==> src/rtl/fpga_cfg_pkg.sv <==
// Shared types and constants for the framed fabric configuration loader.
//   cfg_state_t : loader FSM states
//   SYNC_WORD   : frame start marker hunted before the payload
//   CRC_POLY/CRC_INIT : CRC-8 parameters covering the payload bits
//   crc8_next   : one-bit MSB-first CRC-8 update
package fpga_cfg_pkg;

  typedef enum logic [2:0] {
    IDLE  = 3'd0,
    SYNC  = 3'd1,
    LOAD  = 3'd2,
    CHECK = 3'd3,
    DONE  = 3'd4,
    ERR   = 3'd5
  } cfg_state_t;

  localparam logic [7:0] SYNC_WORD = 8'hA5;
  localparam logic [7:0] CRC_POLY  = 8'h07;
  localparam logic [7:0] CRC_INIT  = 8'h00;

  // Serial CRC-8 step: shift left, fold in the polynomial when the outgoing
  // MSB differs from the incoming bit.
  function automatic logic [7:0] crc8_next(input logic [7:0] crc, input logic din);
    return {crc[6:0], 1'b0} ^ (((crc[7] ^ din) == 1'b1) ? CRC_POLY : 8'h00);
  endfunction

endpackage

==> src/rtl/cfg_crc8.sv <==
// Serial CRC-8 accumulator over the configuration payload.
//   clk, rst  : clock, asynchronous active-high reset
//   clear     : reload CRC_INIT (takes priority over enable)
//   enable    : fold data_bit into the CRC this cycle
//   data_bit  : serial payload bit, MSB first
//   crc       : running CRC value
module cfg_crc8
  import fpga_cfg_pkg::*;
(
  input  logic       clk,
  input  logic       rst,
  input  logic       clear,
  input  logic       enable,
  input  logic       data_bit,
  output logic [7:0] crc
);

  always_ff @(posedge clk or posedge rst) begin
    if (rst) begin
      crc <= CRC_INIT;
    end else if (clear) begin
      crc <= CRC_INIT;
    end else if (enable) begin
      crc <= crc8_next(crc, data_bit);
    end
  end

endmodule

==> src/rtl/fpga_cfg_loader.sv <==
// Framed configuration loader: hunts SYNC_WORD, distributes CHAINS*CHAIN_LEN
// payload bits over CHAINS parallel config chains, checks a trailing CRC-8
// and releases the fabric reset only after a good load. Old chain-0 contents
// are streamed out on prog_out for readback.
//   clk, rst    : clock, asynchronous active-high reset
//   prog_en     : programming window; a rising edge restarts a load
//   prog_in     : serial bitstream, MSB first, sampled while prog_en=1
//   cfg_tail    : tail bit of each config chain
//   cfg_shift   : one-cycle shift strobe to all chains
//   cfg_data    : head bits presented with cfg_shift
//   prog_out    : readback of cfg_tail[0], updated on each shift
//   fabric_rst  : held high until a load passes
//   cfg_done    : last load passed the CRC check
//   cfg_err     : last load was aborted or failed the CRC check
module fpga_cfg_loader
  import fpga_cfg_pkg::*;
#(
  parameter int unsigned CHAINS    = 1,
  parameter int unsigned CHAIN_LEN = 160
)
(
  input  logic              clk,
  input  logic              rst,
  input  logic              prog_en,
  input  logic              prog_in,
  input  logic [CHAINS-1:0] cfg_tail,
  output logic              cfg_shift,
  output logic [CHAINS-1:0] cfg_data,
  output logic              prog_out,
  output logic              fabric_rst,
  output logic              cfg_done,
  output logic              cfg_err
);

  localparam int unsigned SW = $clog2(CHAIN_LEN + 1);
  localparam int unsigned GW = (CHAINS > 1) ? $clog2(CHAINS) : 1;

  cfg_state_t        state;
  logic              prev_en;
  logic [7:0]        win;
  logic [SW-1:0]     shift_cnt;
  logic [GW-1:0]     grp_cnt;
  logic [CHAINS-1:0] acc;
  logic [2:0]        chk_cnt;
  logic [7:0]        crc;

  logic              rise_c;
  logic              crc_en_c;
  logic              grp_last_c;
  logic [7:0]        win_next_c;
  logic [CHAINS-1:0] group_next_c;

  // Only chain 0 is read back; the other tails are intentionally ignored.
  logic unused_tail;
  assign unused_tail = ^cfg_tail;

  assign rise_c     = prog_en & ~prev_en;
  assign crc_en_c   = (state == LOAD) && prog_en && !rise_c;
  assign grp_last_c = (grp_cnt == GW'(CHAINS - 1));
  assign win_next_c = {win[6:0], prog_in};

  // Current group with the incoming bit dropped into its chain slot.
  always_comb begin
    group_next_c = acc;
    for (int i = 0; i < int'(CHAINS); i++) begin
      if (grp_cnt == GW'(i)) begin
        group_next_c[i] = prog_in;
      end
    end
  end

  cfg_crc8 u_crc (
    .clk      (clk),
    .rst      (rst),
    .clear    (rise_c),
    .enable   (crc_en_c),
    .data_bit (prog_in),
    .crc      (crc)
  );

  // Loader FSM, counters, group assembly and registered outputs.
  always_ff @(posedge clk or posedge rst) begin
    if (rst) begin
      state      <= IDLE;
      prev_en    <= 1'b0;
      win        <= 8'h00;
      shift_cnt  <= '0;
      grp_cnt    <= '0;
      acc        <= '0;
      chk_cnt    <= 3'd0;
      cfg_shift  <= 1'b0;
      cfg_data   <= '0;
      prog_out   <= 1'b0;
      fabric_rst <= 1'b1;
      cfg_done   <= 1'b0;
      cfg_err    <= 1'b0;
    end else begin
      prev_en   <= prog_en;
      cfg_shift <= 1'b0;

      // Readback samples the old tail on the edge that ends a shift cycle.
      if (cfg_shift) begin
        prog_out <= cfg_tail[0];
      end

      if (rise_c) begin
        // The bit arriving with the rising edge is the first sync-hunt bit.
        state      <= SYNC;
        fabric_rst <= 1'b1;
        cfg_done   <= 1'b0;
        cfg_err    <= 1'b0;
        win        <= {7'b0, prog_in};
        shift_cnt  <= '0;
        grp_cnt    <= '0;
        acc        <= '0;
        chk_cnt    <= 3'd0;
      end else if ((state inside {SYNC, LOAD, CHECK}) && !prog_en) begin
        // Window closed mid-frame: chains keep whatever was shifted so far.
        state      <= ERR;
        cfg_err    <= 1'b1;
        fabric_rst <= 1'b1;
      end else begin
        case (state)
          SYNC: begin
            win <= win_next_c;
            if (win_next_c == SYNC_WORD) begin
              state <= LOAD;
            end
          end
          LOAD: begin
            acc <= group_next_c;
            if (grp_last_c) begin
              cfg_data  <= group_next_c;
              cfg_shift <= 1'b1;
              grp_cnt   <= '0;
              shift_cnt <= shift_cnt + 1'b1;
              if (shift_cnt == SW'(CHAIN_LEN - 1)) begin
                state   <= CHECK;
                chk_cnt <= 3'd0;
              end
            end else begin
              grp_cnt <= grp_cnt + 1'b1;
            end
          end
          CHECK: begin
            win     <= win_next_c;
            chk_cnt <= chk_cnt + 1'b1;
            if (chk_cnt == 3'd7) begin
              if (win_next_c == crc) begin
                state      <= DONE;
                cfg_done   <= 1'b1;
                fabric_rst <= 1'b0;
              end else begin
                state      <= ERR;
                cfg_err    <= 1'b1;
                fabric_rst <= 1'b1;
              end
            end
          end
          default: ;
        endcase
      end
    end
  end

endmodule

==> config.mk <==
export PLATFORM = sky130hd
export DESIGN_NAME = fpga_cfg_loader
export DESIGN_NICKNAME = d
export VERILOG_FILES = /design/src/rtl/fpga_cfg_pkg.sv /design/src/rtl/cfg_crc8.sv /design/src/rtl/fpga_cfg_loader.sv
export SDC_FILE = /design/constraint.sdc
export NUM_CORES = 1
export LEC_CHECK = 0
export ABC_CLOCK_PERIOD_IN_PS = 1940
export CAP_MARGIN = 10
export CORE_MARGIN = 2
export CORE_UTILIZATION = 53
export CTS_BUF_LIST = sky130_fd_sc_hd__clkbuf_16
export DETAILED_ROUTE_END_ITERATION = 10
export PLACE_DENSITY = 0.84
export SLEW_MARGIN = 20
export SYNTH_ARGS = -nofsm -noshare
export SYNTH_HDL_FRONTEND = slang
export SYNTH_HIERARCHICAL = 1
export SYNTH_SLANG_ARGS = --single-unit
==> constraint.sdc <==
create_clock -name clk -period 1.94 [get_ports clk]
set_clock_uncertainty 0.1 [all_clocks]
set_input_delay 0.388 -clock clk [delete_from_list [all_inputs] [get_ports clk]]
set_output_delay 0.388 -clock clk [all_outputs]
set_load 0.02 [all_outputs]
==> results.txt <==
status -> complete, no violations
port bufs -> 10
Top Usage Layer GRT -> met2
Synth Warn # -> 6
Max VDD drop -> 0.000656 V
Most used DFF post-synth -> dfrtp_1
Worst Path Arrival -> 1.41 ns
Tmin final -> 1.89 ns
#FFs+latches synth -> 36
clk root buf -> clkbuf_16
Syn Inst Count -> 192
CTS Buf Count -> 5
Slew Viols, Final -> 0
Seq pwr share -> 0.439
clk_lat worst skew -> 0.28 ns
syn_area_per_cell -> 9.80 µm²
drt wl/cell -> 14.8 µm
GPL Wtd Cong -> 0.858
Pwr Total -> 2.06 mW
cell internal pwr -> 1.48 mW
NetSw -> 576 µW
Diodes inserted -> 0
I/O Pins -> 11
row cnt -> 21
Final period util -> 0.976
first-pass GRT wire length -> 6.73 mm
Sw Share -> 0.280
fin nets -> 229
Worst Tran Pin Value -> 0.353 ns
Slew HR -> 0.764
Worst R2R End -> state[0]
final setup vio count -> 0
vias in the first global route -> 1445
number of synthesized flops with an enable pin -> 0
Worst-path clk slew -> 0.05 ns
Worst Hold Class -> in -> async
CP Class -> reg -> out
routing usage on met3 -> 0.0607
largest net degree at the start of global routing -> 26
initial drt markers -> 84
hpwl dp -> 2.78 mm
DRC viols -> 0
P_leak -> 1.04 nW
Post-synth ARST share -> 1.00
synthesis-to-finish area growth -> 22.9%
Yosys cell types -> 45
TritonRoute pass-1 iters -> 4
Seq/Total Area, Yosys -> 0.479
CTS tree -> built
Die ar. -> 4040 µm²
CP peak stage delay -> 0.59 ns
Reg area -> 902 µm²
H-tree Lvls -> 2
Initial Util -> 0.560
# clock sinks -> 36
gr ovfl total -> 0
core area -> 3360 µm²
combinational power share -> 0.200
multi-input logic area -> 928 µm²
CP Buf/Inv Count -> 1
die width -> 63.6 µm
share of cells above drive strength 1 -> 0.186
R2R depth -> 6
via count -> 1546
Core Util, Final -> 0.688
maximum clock rate -> 528 MHz
CTS Hold Bufs -> 0
CP delay by family, top -> buffers and inverters
Worst path slowest cell -> clkdlybuf4s50_1
critical path peak fanout -> 2
initial antenna violation count -> 0
area leader, netlist -> dfrtp_1
critical path, cell by cell -> clkdlybuf4s50_1
R2R Path Start -> shift_cnt[0]
Clock Power Share -> 0.361
Synth Net Count -> 200
final hold violation count -> 0
Synth top area share -> 0.465
ANT nets after route -> 0
mapped cell area -> 1880 µm²
FF-to-FF setup slack -> 0.11 ns
max_cap viols -> 0
PwrDens -> 889 nW/µm²
met2 Usage GRT -> 0.346
GR met1 Demand/Resource -> 0.275
Fillers -> 262
Req. time, crit path -> 1.45 ns
Via-to-Cell Ratio -> 5.79
GRT Total Usage -> 0.218
Routed WL -> 3.94 mm
Clock Tree Buf Depth -> 2
largest cells by area after synthesis -> dfrtp_1 47%, o21ai_0 5.3%, nand2_1 5.0%
Die Span Y -> 63.6 µm
startpoint type of the worst setup path -> register
critical path endpoint category -> primary output
Finished Layout Cells -> 267
Post-Place Cells -> 259
-- logic make-up after synthesis --
kind of cell	after synthesis	share of synthesized area
AO/OA/AOI/OAI	40	0.138
XOR/XNOR	11	0.0512
adder cells (fa/ha/maj)	3	0.0199
buffers and inverters	15	0.0426
flip-flops	36	0.479
multiplexers	12	0.0665
AND/OR/NAND/NOR	75	0.203
-- routing by layer --
metal | vias up | share of wire
li1 | 735 | -
met1 | 752 | 0.44
met2 | 46 | 0.50
met3 | 13 | 0.037
met4 | 0 | 0.028
met5 | - | 0
-- metrics by stage --
stage	hold slack, ns	setup TNS (ns)	cell area (µm²)	setup WS, ns
6_report	0.265	0	2310	0.0468
5_1_grt	0.302	-0.0290	2310	-0.0290
4_1_cts	0.277	0	2290	0.0112
3_5_place_dp	0.380	-0.886	2140	-0.239
3_3_place_gp	0.360	-0.583	2140	-0.173
2_1_floorplan	0.104	0	1880	0.0166
-- cell type report --
class / instances / share of cell area
multi-input combinational: 141 / 0.401
tap: 46 / 0.0249
inverter: 7 / 0.0114
sequential: 36 / 0.390
timing repair buffer: 30 / 0.115
clock inverter: 2 / 0.00379
clock buffer: 5 / 0.0541
-- worst reg2reg max path, delay by kind of cell, from the launching register on --
kind / cells / cell delay [ns]
fa+ha+maj: 1 / 0.20
simple gates: 2 / 0.32
compound gates: 2 / 0.36
mux: 1 / 0.34
flops: 1 / 0.39
-- registers in the layout (all words and copies together), names as in the netlist --
name / cells
u_crc/crc: 8
state: 3
shift_cnt: 8
cfg_data: 1
win: 7
prog_out: 1
cfg_done: 1
fabric_rst: 1
prev_en: 1
cfg_err: 1
chk_cnt: 3
cfg_shift: 1
-- Yosys cell counts (2+ instances only) --
cell type and number:
dfrtp_1 35, or3_1 2, inv_1 5, or2b_1 2, nor2b_1 2, o21ai_1 2, a21bo_2 2, ha_1 3
mux2_2 2, buf_6 2, a31oi_1 3, inv_2 2, nand4_1 5, a21oi_1 2, xor2_1 2, nor4bb_1 2
xnor2_1 9, mux2i_1 8, o21ai_0 20, or4_1 2, a211oi_1 2, nor2_1 18, nand2_1 25, mux2_1 2
nand4b_1 2, nand3_1 7, nor3_1 3, buf_2 4
-- what timing repair did --
item,in CTS,in global routing
hold endpoints to repair,0,0
pin swaps,0,2
gates resized for setup,1,4
setup buffers,0,1
setup endpoints to repair,1,1
-- worst max-delay path by stage --
stage	startpoint	end	slack [ns]	cells after the start
finish	fabric_rst	fabric_rst	0.05	1
CTS	shift_cnt[0]	state[0]	0.01	6
floorplan	state[0]	u_crc/crc[2]	0.02	8
detailed placement	prog_in	state[0]	-0.24	6
global placement	prog_in	state[0]	-0.17	6
global route	shift_cnt[0]	state[0]	-0.03	6
-- power groups by stage --
stage               Clock, mW  Sequential (mW)  Combinational [mW]
CTS                     0.753            0.897               0.386
floorplan                   0            0.885               0.269
global placement            0            0.905               0.366
global route            0.790            0.912               0.453
detailed placement          0            0.906               0.375
finish                  0.742            0.904               0.411
-- placed cells by master, fill, tap and decap left out, types with 3 or more instances in the layout --
cell              n
nand3_1           7
clkbuf_16         5
nand4_1           5
nand2_1          25
clkdlybuf4s50_1   9
a31oi_1           3
dfrtp_1          35
o21ai_0          20
xnor2_1           9
buf_4            19
nor2_1           18
inv_1             6
nor3_1            3
mux2i_1           8
(Power assumes the default switching activity.)
==> variant, RTL diff (same flow settings) <==
Change the parameter `CHAIN_LEN` from 160 to 240.
--- a/src/rtl/fpga_cfg_loader.sv
+++ b/src/rtl/fpga_cfg_loader.sv
@@ -18,3 +18,3 @@
   parameter int unsigned CHAINS    = 1,
-  parameter int unsigned CHAIN_LEN = 160
+  parameter int unsigned CHAIN_LEN = 240
 )
Behaviour: no difference found for any inputs over 10 cycles, from zero or initial values and one cycle with rst high; that may be too few to reach the edited logic, so the function may still have changed.
==> variant against the original RTL <==
Global-route usage is 0.73 points higher. Register-to-register slack lost 0.07 ns. Setup slack worse by 0.010 ns. Cell area fell by 0.49%. Sequential cell count is the same. Core utilization is 0.20 points higher. Routed wire length increased by 0.53%. Area after synthesis is 2.5% lower. Fmax decreased by 0.54%. Cell count down 3.4%.
Power is not compared: it rests on default switching activity, and its combinational part moved more than twofold at a synthesized area within 25%.
==> variant: results <==
export IMPL_cts_path_max_buffers=2
export IMPL_synth_cell_types=47
export IMPL_m1WireLength_um=1740
export IMPL_ir_worst_vdd_uv=602
export IMPL_clock_latency_ns=0.28
export IMPL_drive_gt1_share_pct=23.6
export IMPL_route_met3_wl_um=83
export IMPL_syn_num_nets=181
export IMPL_ys_top_cells_by_count="35 x dfrtp_1, 18 x nor2_1, 13 x nand2_1"
export IMPL_hold_class="in2async"
export IMPL_detailedPlacementHpwl_um=2890
export IMPL_drtPass1Iterations=4
export IMPL_track_usage_pct=22.5
export IMPL_clkTransAtPathRegs_ns=0.05
export IMPL_met2WireLength_um=2060
export IMPL_grt_pass1_wl_um=6910
export IMPL_netlist_top_cells_area="dfrtp_1 48%, xnor2_1 5.7%, nor2_1 3.7%"
export IMPL_reg2reg_from="chk_cnt[0]$_DFFE_PP0P_"
export IMPL_vias_per_cell=5.66
export IMPL_first_iter_violations=116
export IMPL_swShare_pct=31.7
export IMPL_cp_arrival_ns=1.96
export IMPL_wire_per_inst_um=15.4
export IMPL_cts_buffers=5
export IMPL_reg2reg_depth=7
export IMPL_reg_largest_list="shift_cnt (8), u_crc/crc (8), win (7)"
export IMPL_path_max_fanout=3
export IMPL_diodes=0
export IMPL_antenna_found_initial=0
export IMPL_cts_root_buffer="clkbuf_16"
export IMPL_seq_area_frac_synth_pct=49.1
export IMPL_highest_layer="met4"
export IMPL_cts_htree_levels=2
export IMPL_p_leak_nw=1.04
export IMPL_gp_congestion=0.939
export IMPL_status="finished clean"
export IMPL_ys_warn_count=6
export IMPL_slew_headroom_pct=75.5
export IMPL_fin_nets=219
export IMPL_synthArstFlopShare_pct=100
export IMPL_crit_type="reg2reg"
export IMPL_port_buffers=10
export IMPL_place_area_um2=2150
export IMPL_grt_max_degree=29
[variant: changes by cell type after synthesis, sizes merged, moves of 3 or more]
cell | before | now
a22o | 1 | 7
mux2i | 8 | 5
nand2 | 25 | 13
o21ai | 23 | 12
xnor2 | 9 | 12
[variant: cell type report]
class	instances	area, um2
Multi-Input combinational cell	123	877
Sequential cell	36	902
Clock inverter	3	11.3
Inverter	9	33.8
Tap cell	46	57.6
Fill cell	250	1030
Clock buffer	5	125
Timing Repair Buffer	36	295
[variant: timing repair]
item,4_1_cts,5_1_grt
setup endpoints to repair,0,2
gates resized for setup,0,1
buffers inserted,0,2
[variant: cells by family after synthesis]
kind of cell / Yosys count / synth area share, %
AND/OR/NAND/NOR: 61 / 18.2
AO/OA/AOI/OAI: 36 / 15.0
flip-flops: 36 / 49.1
XOR/XNOR: 14 / 6.68
buffers and inverters: 14 / 3.54
multiplexers: 9 / 5.38
adder cells (fa/ha/maj): 3 / 2.05
[variant: path summary, 6_finish.rpt]
check / slack (ns) / end
max: 0.04 / state[0]$_DFFE_PP0P_
min: 0.28 / u_crc/crc[3]$_DFFE_PP0P_
max reg2reg: 0.04 / state[0]$_DFFE_PP0P_
min reg2reg: 0.37 / shift_cnt[7]$_DFFE_PP0P_
max in group asynchronous: 1.03 / fabric_rst$_DFFE_PP1P_
min in group clk: 0.37 / shift_cnt[7]$_DFFE_PP0P_
[variant: metal layers]
layer | vias to the layer above | track usage, %
met2 | 27 | 37.1
met5 | - | 0
met4 | 0 | 11.9
met3 | 7 | 4.32
li1 | 693 | -
met1 | 733 | 28.1
[variant: per-stage QoR]
step           TNS, ns  power, W  util (%)  worst slack, ns  cells
6_report             0   0.00259      69.0           0.0365    258
5_1_grt        -0.0471   0.00273      69.0          -0.0375    258
4_1_cts              0   0.00258      68.4           0.0358    256
3_5_place_dp    -0.749   0.00182      64.3           -0.192    248
3_3_place_gp    -0.449   0.00178      64.3           -0.160    248
2_1_floorplan        0   0.00150         -           0.0376    173
[variant: worst max-delay path, cell delays in order (launching register included)]
cell and delay, ns:
dfrtp_1 0.39, ha_1 0.21, ha_1 0.20, nand3b_1 0.19
a21oi_2 0.17, o21ai_1 0.11, o21ai_2 0.11, mux2_4 0.31
[variant: power by group through the flow]
stage	registers [W]	logic (W)	clock network [W]
2_1_floorplan	0.00101	0.000492	0
3_3_place_gp	0.00100	0.000772	0
3_5_place_dp	0.00102	0.000804	0
4_1_cts	0.00101	0.000809	0.000758
5_1_grt	0.00103	0.000911	0.000788
6_report	0.00101	0.000842	0.000738
